[src/rtl/pry2oht_arb.sv]
// rtl/pry2oht_arb.sv - round-robin transfer-locking arbiter with LSB-first priority encoders

module pry2oht_bck #(
    parameter int WIDTH          = 9,
    parameter int SPLIT          = 3,
    parameter int IMPLEMENTATION = 0
) (
    input  logic [WIDTH-1:0] req,
    output logic [WIDTH-1:0] oht
);

    generate
        if (IMPLEMENTATION == 2) begin : g_adder
            // Two's complement isolates the lowest set bit.
            assign oht = req & (~req + WIDTH'(1));
        end else if (IMPLEMENTATION == 1) begin : g_vector
            logic [WIDTH-1:0] oht_t;
            logic             prior_grp;
            logic             in_grp;
            // Groups of SPLIT bits: a bit wins only if no earlier group and no lower bit in its own group requests.
            always_comb begin
                oht_t     = '0;
                prior_grp = 1'b0;
                in_grp    = 1'b0;
                for (int i = 0; i < WIDTH; i++) begin
                    if (i % SPLIT == 0) begin
                        prior_grp = prior_grp | in_grp;
                        in_grp    = 1'b0;
                    end
                    oht_t[i] = req[i] & ~prior_grp & ~in_grp;
                    in_grp   = in_grp | req[i];
                end
            end
            assign oht = oht_t;
        end else begin : g_loop
            logic [WIDTH-1:0] oht_t;
            logic             found;
            // Linear scan from bit 0 upward, first set bit wins.
            always_comb begin
                oht_t = '0;
                found = 1'b0;
                for (int i = 0; i < WIDTH; i++) begin
                    if (req[i] && !found) begin
                        oht_t[i] = 1'b1;
                        found    = 1'b1;
                    end
                end
            end
            assign oht = oht_t;
        end
    endgenerate

endmodule

module pry2oht_arb #(
    parameter int WIDTH          = 9,
    parameter int SPLIT          = 3,
    parameter int IMPLEMENTATION = 0
) (
    input  logic             clk,
    input  logic             rst,
    input  logic             ena,
    input  logic [WIDTH-1:0] req,
    input  logic [WIDTH-1:0] lst,
    input  logic             rdy,
    output logic [WIDTH-1:0] gnt,
    output logic             vld,
    output logic [WIDTH-1:0] ack
);

    typedef enum logic {
        IDLE  = 1'b0,
        GRANT = 1'b1
    } state_t;

    state_t           state;
    logic [WIDTH-1:0] msk;
    logic [WIDTH-1:0] msk_rel;
    logic [WIDTH-1:0] msk_n;
    logic [WIDTH-1:0] req_m;
    logic [WIDTH-1:0] req_mm;
    logic [WIDTH-1:0] cand_m;
    logic [WIDTH-1:0] cand_u;
    logic [WIDTH-1:0] cand;
    logic             xfr;
    logic             rel;

    assign vld = (state == GRANT);
    assign ack = gnt & {WIDTH{rdy}};

    assign xfr = vld & rdy & (|(gnt & req));
    assign rel = xfr & (|(gnt & lst));

    // The releasing requester is excluded so it cannot win twice in a row.
    assign req_m  = vld ? (req & ~gnt) : req;
    assign msk_n  = rel ? msk_rel : msk;
    assign req_mm = req_m & msk_n;
    assign cand   = (|req_mm) ? cand_m : cand_u;

    // Bits strictly above the current grant; top-index grant yields all zero (wrap).
    always_comb begin
        msk_rel    = '0;
        for (int i = 1; i < WIDTH; i++) begin
            msk_rel[i] = msk_rel[i-1] | gnt[i-1];
        end
    end

    pry2oht_bck #(
        .WIDTH          (WIDTH),
        .SPLIT          (SPLIT),
        .IMPLEMENTATION (IMPLEMENTATION)
    ) u_masked (
        .req (req_mm),
        .oht (cand_m)
    );

    pry2oht_bck #(
        .WIDTH          (WIDTH),
        .SPLIT          (SPLIT),
        .IMPLEMENTATION (IMPLEMENTATION)
    ) u_unmasked (
        .req (req_m),
        .oht (cand_u)
    );

    // Grant FSM: lock the grant until a last beat transfers, then hand over without a gap.
    always_ff @(posedge clk) begin
        if (rst) begin
            state <= IDLE;
            gnt   <= '0;
            msk   <= '1;
        end else begin
            case (state)
                IDLE: begin
                    if (ena && (|req)) begin
                        gnt   <= cand;
                        state <= GRANT;
                    end
                end
                GRANT: begin
                    if (rel) begin
                        msk <= msk_rel;
                        if (ena && (|req_m)) begin
                            gnt <= cand;
                        end else begin
                            gnt   <= '0;
                            state <= IDLE;
                        end
                    end
                end
            endcase
        end
    end

endmodule

[config.mk]
export PLATFORM = sky130hd
export DESIGN_NAME = pry2oht_arb
export DESIGN_NICKNAME = d
export VERILOG_FILES = /design/src/rtl/pry2oht_arb.sv
export SDC_FILE = /design/constraint.sdc
export NUM_CORES = 1
export LEC_CHECK = 0
export ABC_CLOCK_PERIOD_IN_PS = 3200
export CORE_AREA = 5 5 72 81
export CTS_CLUSTER_SIZE = 28
export DETAILED_ROUTE_END_ITERATION = 8
export DIE_AREA = 0 0 77 86
export PLACE_DENSITY = 0.6
export REMOVE_ABC_BUFFERS = 1
export SYNTH_ARGS = -nofsm -noshare
export SYNTH_HDL_FRONTEND = slang
export SYNTH_SLANG_ARGS = --single-unit
[constraint.sdc]
create_clock -name clk -period 3.2 [get_ports clk]
set_input_delay 0.48 -clock clk [delete_from_list [all_inputs] [get_ports clk]]
set_output_delay 0.48 -clock clk [all_outputs]
set_load 0.01 [all_outputs]
== Yosys cells after proc, flatten, opt, wreduce, memory -nomap -nowiden ==
Index checks and enable logic that the tools add are counted.

* Flip-flop bits (word level): 19
* Word-level logic and storage cells: 105
* Input port bits: 22
* Output and inout bits: 19

* Reductions and logical operators: 40
* Multiplexer cells: 43
* Equal/unequal tests: 2
* Bitwise operators: 17

{| class="wikitable"
|+ Operators with widths
! operator !! number
|-
| $mux W9 || 6
|-
| $and A9 B9 Y9 || 5
|-
| $reduce_or A9 Y1 || 5
|-
| $mux W1 || 35
|-
| $logic_and A1 B1 Y1 || 18
|-
| $pmux W9 S2 || 1
|-
| $logic_not A1 Y1 || 16
|-
| $not A9 Y9 || 1
|-
| $or A1 B1 Y1 || 7
|-
| $and A1 B1 Y1 || 3
|-
| $ne A2 B1 Y1 const B || 1
|-
| $ne A2 B2 Y1 const B || 1
|-
| $pmux W1 S2 || 1
|-
| $reduce_and A2 Y1 || 1
|-
| $not A1 Y1 || 1
|}

== Depth between registers and ports, before layout ==
Gate-level depths: netlist (run 1).

* Depth after elaboration: 38
* Gate-level depth with buffers: 9

== Hierarchy ==
From an unflattened synthesis (run 1), not the netlist that was laid out.

* Cells, all modules: 178
* Area, all modules: 1457.6 sq um

{| class="wikitable"
|+ Modules (own cells, without submodules)
! module !! instances !! sequential area each (sq um) !! area each (sq um) !! cells each
|-
| pry2oht_arb || 1 || 380.4 || 1252.5 || 152
|-
| pry2oht_bck || 2 || 0.0 || 102.6 || 13
|}

== Least setup slack after synthesis (run 1) ==
Ideal clock, no wire load.

* Path kind: register -> register
* Start: register gnt[0]
* End: register gnt[1]
* Buffers on the path: 0
* Arrival time: 2.538 ns
* Clock period less this slack: 2.631 ns
* Path slack: 0.569 ns
* Cell stages (with the launch flop): 8
* Cell sequence: dfxtp_1 or4_4 or4_4 a222oi_1 and3_2 o22ai_2 or3_4 o311ai_2

* Cells in the longest elaborated chain, start to end: 14

{| class="wikitable"
|+ Ends and longest elaborated chain
! what !! RTL line !! text
|-
| start: declaration || 66 || <nowiki>output logic [WIDTH-1:0] gnt,</nowiki>
|-
| start signal: assignment || 136 || <nowiki>gnt <= cand;</nowiki>
|-
| start signal: assignment || 144 || <nowiki>gnt <= cand;</nowiki>
|-
| $or A1 B1 Y1 / $and A9 B9 Y9 (equally long branches) || 104, 91 ||
|-
| $or A1 B1 Y1 / $reduce_or A9 Y1 (equally long branches) || 104, 91 ||
|-
| $or A1 B1 Y1 / $and A1 B1 Y1 (equally long branches) || 104, 91 ||
|-
| $or A1 B1 Y1 / $and A1 B1 Y1 (equally long branches) || 104, 92 ||
|-
| $or A1 B1 Y1 / $mux W9 (equally long branches) || - ||
|-
| $or A1 B1 Y1 / $and A9 B9 Y9 (equally long branches) || 104, 97 ||
|-
| $or A1 B1 Y1 / $mux W1 (equally long branches) || 104, 43 ||
|-
| $mux W9 / $logic_not A1 Y1 (equally long branches) || - ||
|-
| $and A9 B9 Y9 / $logic_and A1 B1 Y1 (equally long branches) || 97, 43 ||
|-
| $reduce_or A9 Y1 / $mux W1 (equally long branches) || 98, 43 ||
|-
| $mux W9 || 98 || <nowiki>assign cand = (|req_mm) ? cand_m : cand_u;</nowiki>
|-
| $mux W9 || 143 || <nowiki>if (ena && (|req_m)) begin</nowiki>
|-
| $mux W9 || 141 || <nowiki>if (rel) begin</nowiki>
|-
| $pmux W9 S2 || 133 || <nowiki>case (state)</nowiki>
|}

Parallel ways exist; a longest one is shown, timed or not. The select of a mux whose other input is x is not followed.
A chain may end at the register's enable or synchronous reset.

== Worst setup path in the final report (run 1) ==
* Start: input port req[2]
* End: register gnt[1]

* Cells in the longest elaborated chain, start to end: 14

{| class="wikitable"
|+ Ends and longest elaborated chain
! what !! RTL line !! text
|-
| start: declaration || 63 || <nowiki>input logic [WIDTH-1:0] req,</nowiki>
|-
| $and A9 B9 Y9 || 91 || <nowiki>assign xfr = vld & rdy & (|(gnt & req));</nowiki>
|-
| $reduce_or A9 Y1 || 91 ||
|-
| $and A1 B1 Y1 || 91 ||
|-
| $and A1 B1 Y1 || 92 || <nowiki>assign rel = xfr & (|(gnt & lst));</nowiki>
|-
| $mux W9 || - ||
|-
| $and A9 B9 Y9 || 97 || <nowiki>assign req_mm = req_m & msk_n;</nowiki>
|-
| $mux W1 || 43 || <nowiki>if (req[i] && !found) begin</nowiki>
|-
| $logic_not A1 Y1 || 43 ||
|-
| $logic_and A1 B1 Y1 || 43 ||
|-
| $mux W1 || 43 ||
|-
| $mux W9 || 98 ||
|-
| $mux W9 || 143 ||
|-
| $mux W9 || 141 ||
|-
| $pmux W9 S2 || 133 ||
|}

Parallel ways exist; a longest one is shown, timed or not. The select of a mux whose other input is x is not followed.

==> results of run 1 <==
[worst min-delay path: cells and delay by family, from the launching register on]
family / cells / cell delay [ns]
flip-flops: 1 / 0.33
AND/OR/NAND/NOR: 2 / 0.14
[logic make-up after synthesis]
kind of cell	Yosys count	synth area share (%)
flops	19	27.6
simple gates	71	28.2
compound gates	65	37.8
buf+inv	10	2.73
mux	5	3.64
[state kept, by name (all words and copies together) (netlist names)]
register / flops
vld: 1
msk: 9
gnt: 9
[stage by stage]
step                      hold slack [ns]  total power [mW]  setup slack [ns]
after floorplan                     0.458             0.323             0.478
after global routing                0.529             0.592             0.328
final                               0.512             0.564             0.467
after CTS                           0.512             0.572             0.480
after detailed placement            0.496             0.391             0.218
after global placement              0.497             0.392             0.236
[per-layer routing]
metal  vias to the layer above  share of wire, %
met5                         -                 0
met4                         0               2.4
met3                         9               7.3
met2                        55                47
met1                       746                43
li1                        767                 -
[worst max path at each step]
| stage | from | to | cells past startpoint |
|---|---|---|---|
| after CTS | gnt[3]$_SDFFE_PP0P_ | gnt[1]$_SDFFE_PP0P_ | 7 |
| after floorplan | gnt[0]$_SDFFE_PP0P_ | gnt[1]$_SDFFE_PP0P_ | 7 |
| after detailed placement | req[2] | gnt[1]$_SDFFE_PP0P_ | 8 |
| final | req[2] | gnt[1]$_SDFFE_PP0P_ | 8 |
| after global routing | lst[0] | gnt[7]$_SDFFE_PP0P_ | 9 |
| after global placement | req[2] | gnt[1]$_SDFFE_PP0P_ | 8 |
[cells in the final DEF (no fill, tap or decap), types with 4 or more instances in the layout]
cell / instances
a21boi_1: 8
a21oi_1: 6
a222oi_1: 5
a22oi_1: 6
a32o_1: 5
and2_1: 11
buf_4: 10
clkdlybuf4s50_1: 40
dfxtp_1: 19
mux2i_1: 5
nand2_1: 18
nand3_1: 5
nor2_1: 9
nor3_1: 7
o211ai_1: 5
o21ai_0: 4
o31ai_1: 4
[power groups by stage]
stage	Sequential (mW)	Clock (mW)	Combinational (mW)
6_report	0.247	0.177	0.141
5_1_grt	0.247	0.191	0.153
4_1_cts	0.246	0.185	0.140
3_5_place_dp	0.252	0	0.139
3_3_place_gp	0.252	0	0.140
2_1_floorplan	0.255	0	0.0682
[final cells by class]
class                      instances  share of cell area [%]
multi-input combinational        141                    49.2
sequential                        19                    19.5
timing repair buffer              50                    24.4
tap                               58                    3.73
clock buffer                       4                    2.31
inverter                           4                   0.771
==> flow_summary.json, run 1 <==
{
  "syn_area_per_cell_um2": 8.10,
  "num_vias": 1577,
  "finalCritPeriodShare_pct": 85.4,
  "grt_max_degree": 18,
  "setup-tns-final_ns": 0,
  "wl_per_cell_um": 16.9,
  "cp.arrival_ns": 2.91,
  "nets": 241,
  "grt.busiest_layer": "met2",
  "r2r_cells": 7,
  "start_util_pct": 28.1,
  "drc": 0,
  "hold_end": "msk[0]$_SDFFE_PP1P_",
  "clk_latency_ns": 0.26,
  "r2r_start": "gnt[3]$_SDFFE_PP0P_",
  "path_class": "input port to flop",
  "gp_congestion": 0.866,
  "synth_top_area_share_pct": 27.6,
  "ys_seq_area_share_pct": 27.6,
  "postCtsSetupBuffers": 0,
  "yosysUniqueCellTypes": 46,
  "die_h_um": 86,
  "setup_viol_count_final": 0,
  "synth_cells": 170,
  "multi_input_area_um2": 958,
  "diodes": 0,
  "port_buffers": 40,
  "ys_warn_count": 0,
  "drv_slew": 0,
  "antenna_left": 0,
  "use_met1_pct": 17.1,
  "end_kind": "flop",
  "path_clk_slew_ns": 0.08,
  "maxCapViolations": 0,
  "rrSetupSlack_ns": 0.48,
  "hold_buffers": 0,
  "drt-total-wl_mm": 4.67,
  "synth_common_cells": "19 x dfxtp_1, 18 x nand2_1, 11 x and2_1",
  "fillCellCount": 502,
  "fmax_ghz": 0.366,
  "async_reset_ff_share_pct": 0,
  "cts_inserted_buffers": 3,
  "rows": 27,
  "drtIter0Drc": 191,
  "synth.most_common_cell": "dfxtp_1",
  "io_pins": 41,
  "cts_buffer_depth": 2,
  "die_w_um": 77,
  "regArea_um2": 380,
  "tightest_slew_ns": 0.964,
  "drive_gt1_share_pct": 10.1,
  "core_um2": 4900,
  "dp.cells": 272,
  "ctsResizeCount": 0,
  "grt_overflow": 0,
  "grt_pass1_wl_mm": 7.62,
  "vias_per_cell": 5.71,
  "htreeDepth": 1,
  "dieArea_um2": 6620,
  "relSlewSlack_pct": 35.2,
  "final_cell_area_um2": 1950,
  "power.internal_mw": 0.400,
  "cpLargestDelayFamily": "compound AO/OA/AOI/OAI gates",
  "clock_sinks": 19,
  "hp-class": "flop to flop",
  "combinationalPowerShare_pct": 24.9,
  "status": "completed",
  "rsz0062_at_grt": "false",
  "ys_top_cells_by_area": "dfxtp_1 28%, and2_1 5.0%, nand2_1 4.9%",
  "p_leak_nw": 0.751,
  "grt_util_all_layers_pct": 14.0,
  "netlist_area_um2": 1380,
  "power_density_nw_per_um2": 290,
  "required_ns": 3.38,
  "skew_ns": 0.00337,
  "pwr-share-seq_pct": 43.7,
  "utilization_pct": 39.7,
  "place_area_um2": 1900,
  "worstSetupStartpointType": "input port",
  "grt_pass1_vias": 1545,
  "clock_power_share_pct": 31.4,
  "cpPeakStageDelay_ns": 0.46,
  "vdd_drop_max_mv": 0.0977,
  "hold_depth": 2,
  "synth_largest_area_cell": "dfxtp_1",
  "ys_seq_elements": 19,
  "synth_edf_count": 0,
  "synth_flop_cell": "dfxtp_1",
  "switching_share_pct": 29.2,
  "dp_hpwl_mm": 3.59,
  "crit_slowest_cell": "clkdlybuf4s50_1",
  "worst-path-buf-inv": 1,
  "r2r_end": "gnt[1]$_SDFFE_PP0P_",
  "root_buffer": "clkbuf_8",
  "grt_use_met2_pct": 23.4,
  "grt_use_met3_pct": 3.15,
  "period_minus_slack_ns": 2.73,
  "area_growth_pct": 41.5,
  "hp-start": "msk[0]$_SDFFE_PP1P_",
  "switchingPower_mw": 0.165,
  "dr.pass1.iters": 5,
  "path_max_fanout": 8,
  "hold_viol_final": 0,
  "instances_no_fill": 276,
  "path_cells": "clkdlybuf4s50_1 -> a222oi_1 -> nand3_1 -> o211a_2 -> a21boi_1 -> o22ai_2 -> or3_4 -> o311ai_2",
  "cts_tree": "yes",
  "antenna_found_initial": 0
}
(Power assumes the default switching activity.)
==> run 2: changes to the inputs <==
- ABC_CLOCK_PERIOD_IN_PS: 3200 -> 2450
- PLACE_DENSITY: 0.6 -> 0.62
- clock period: 3.2 -> 2.45 ns (I/O delays scaled with it)
==> run 2 against run 1 <==
The run now ends with setup timing left; first-iteration DRC count fell by 22%; worst hold slack improved by 0.0065 ns; die area did not move; routed wire length rose by 18%; critical endpoint is now gnt[3]$_SDFFE_PP0P_; largest cell class unchanged; largest power group unchanged.
==> flow_summary.json, run 2 (synthesis gave the netlist of run 1 again) <==
{
  "path_class": "flop to flop",
  "grt_pass1_vias": 1709,
  "grt_max_degree": 15,
  "grt_util_all_layers_pct": 15.1,
  "relSlewSlack_pct": 60.8,
  "wl_per_cell_um": 17.1,
  "die_w_um": 77,
  "path_max_fanout": 3,
  "drv_slew": 0,
  "io_pins": 41,
  "hold_buffers": 0,
  "port_buffers": 40,
  "drt-total-wl_mm": 5.53,
  "root_buffer": "clkbuf_8",
  "layout_common_cells": "57 x buf_4, 39 x clkdlybuf4s50_1, 18 x nand2_1, 18 x dfxtp_1, 11 x and2_1",
  "mostFrequentLayoutCell": "buf_4",
  "power_density_nw_per_um2": 336,
  "pre_cts_slack_ns": -0.369,
  "vias_per_cell": 5.57,
  "place_area_um2": 2220,
  "drc": 0,
  "hp-class": "flop to flop",
  "diodes": 0,
  "cts_tree": "yes",
  "grt_overflow": 0,
  "crit_start": "gnt[3]$_SDFFE_PP0P_",
  "grt_pass1_wl_mm": 8.36,
  "violations": "setup timing",
  "skew_ns": 0.00888,
  "start_util_pct": 28.1,
  "num_vias": 1798,
  "dp.cells": 315,
  "drive_gt1_share_pct": 30.9,
  "status": "finished, violations left",
  "dp_hpwl_mm": 4.19,
  "rows": 27,
  "maxCapViolations": 0,
  "clk_latency_ns": 0.26,
  "hold_viol_final": 0,
  "setup_viol_count_final": 7,
  "dr.pass1.iters": 5,
  "fmax_ghz": 0.372,
  "rsz0062_at_grt": "true",
  "antenna_left": 0,
  "cts_inserted_buffers": 3,
  "hp-start": "msk[6]$_SDFFE_PP1P_",
  "htreeDepth": 1,
  "clock_sinks": 19,
  "core_um2": 4900,
  "gp_congestion": 0.857,
  "instances_no_fill": 323,
  "setup_slack_ns": -0.239,
  "finalCritPeriodShare_pct": 110,
  "worstSetupStartpointType": "flop",
  "end_kind": "flop",
  "dieArea_um2": 6620,
  "cp.arrival_ns": 2.89,
  "antenna_found_initial": 0,
  "cts_buffer_depth": 2,
  "tightest_slew_ns": 0.586,
  "setup-tns-final_ns": -1.14,
  "period_minus_slack_ns": 2.69,
  "p_leak_nw": 1.03,
  "required_ns": 2.65,
  "area_growth_pct": 74.0,
  "nets": 288,
  "path_clk_slew_ns": 0.08,
  "r2r_start": "gnt[3]$_SDFFE_PP0P_",
  "drtIter0Drc": 149,
  "final_cell_area_um2": 2390,
  "die_h_um": 86,
  "vdd_drop_max_mv": 0.161
}
run 2: changes by cell type in the layout (fill, tap and decap cells not counted), sizes merged:
cell	before	now
clkinv	1	2
buf	10	57
clkbuf	4	3
clkdlybuf4s50	40	39
dlymetal6s2s	0	1
run 2: worst max-delay path: stages (launching register included):
cell,delay [ns]
dfxtp_2,0.33
or4_4,0.57
or4_4,0.44
a222oi_1,0.33
and3_4,0.25
o22ai_2,0.08
buf_4,0.17
nor4_4,0.26
o221a_1,0.21
run 2: worst paths after layout:
check	to	slack, ns	cells past startpoint
max	gnt[3]$_SDFFE_PP0P_	-0.24	8
min	msk[6]$_SDFFE_PP1P_	0.52	2
max reg2reg	gnt[3]$_SDFFE_PP0P_	-0.24	8
min reg2reg	msk[6]$_SDFFE_PP1P_	0.52	2
run 2: layout make-up:
class / instances / area [um2]
Sequential cell: 19 / 382
Inverter: 4 / 15.0
Timing Repair Buffer: 97 / 831
Tap cell: 58 / 72.6
Fill cell: 478 / 2500
Clock buffer: 3 / 41.3
Multi-Input combinational cell: 141 / 1050
Clock inverter: 1 / 5.00
run 2: routing by layer:
| metal | routed length [um] | global-route usage, % | up-vias |
|---|---|---|---|
| met2 | 2810 | 27.2 | 53 |
| met1 | 2430 | 18.7 | 874 |
| met5 | 0 | 0 | - |
| li1 | - | - | 867 |
| met3 | 223 | 1.68 | 4 |
| met4 | 64 | 5.00 | 0 |
run 2: report_power, final:
| part | total, mW | switching, mW | leakage [nW] | internal, mW |
|---|---|---|---|---|
| combinational | 0.259 | 0.119 | 0.852 | 0.140 |
| sequential | 0.317 | 0.00423 | 0.154 | 0.313 |
| clock | 0.228 | 0.115 | 0.0255 | 0.113 |
run 2: through the flow:
| stage | total power [mW] | utilization (%) | hold slack [ns] |
|---|---|---|---|
| finish | 0.805 | 48.9 | 0.518 |
| global route | 0.838 | 48.9 | 0.547 |
| CTS | 0.789 | 46.7 | 0.510 |
| detailed placement | 0.560 | 45.4 | 0.495 |
| global placement | 0.560 | 45.4 | 0.496 |
| floorplan | 0.422 | - | 0.440 |
run 2: repair_timing:
item / CTS / global route
endpoints found under the hold margin: 0 / 0
buffers inserted: 0 / 5
gates resized for setup: 4 / 17
pin swaps: 0 / 14
endpoints found under the setup margin: 9 / 9
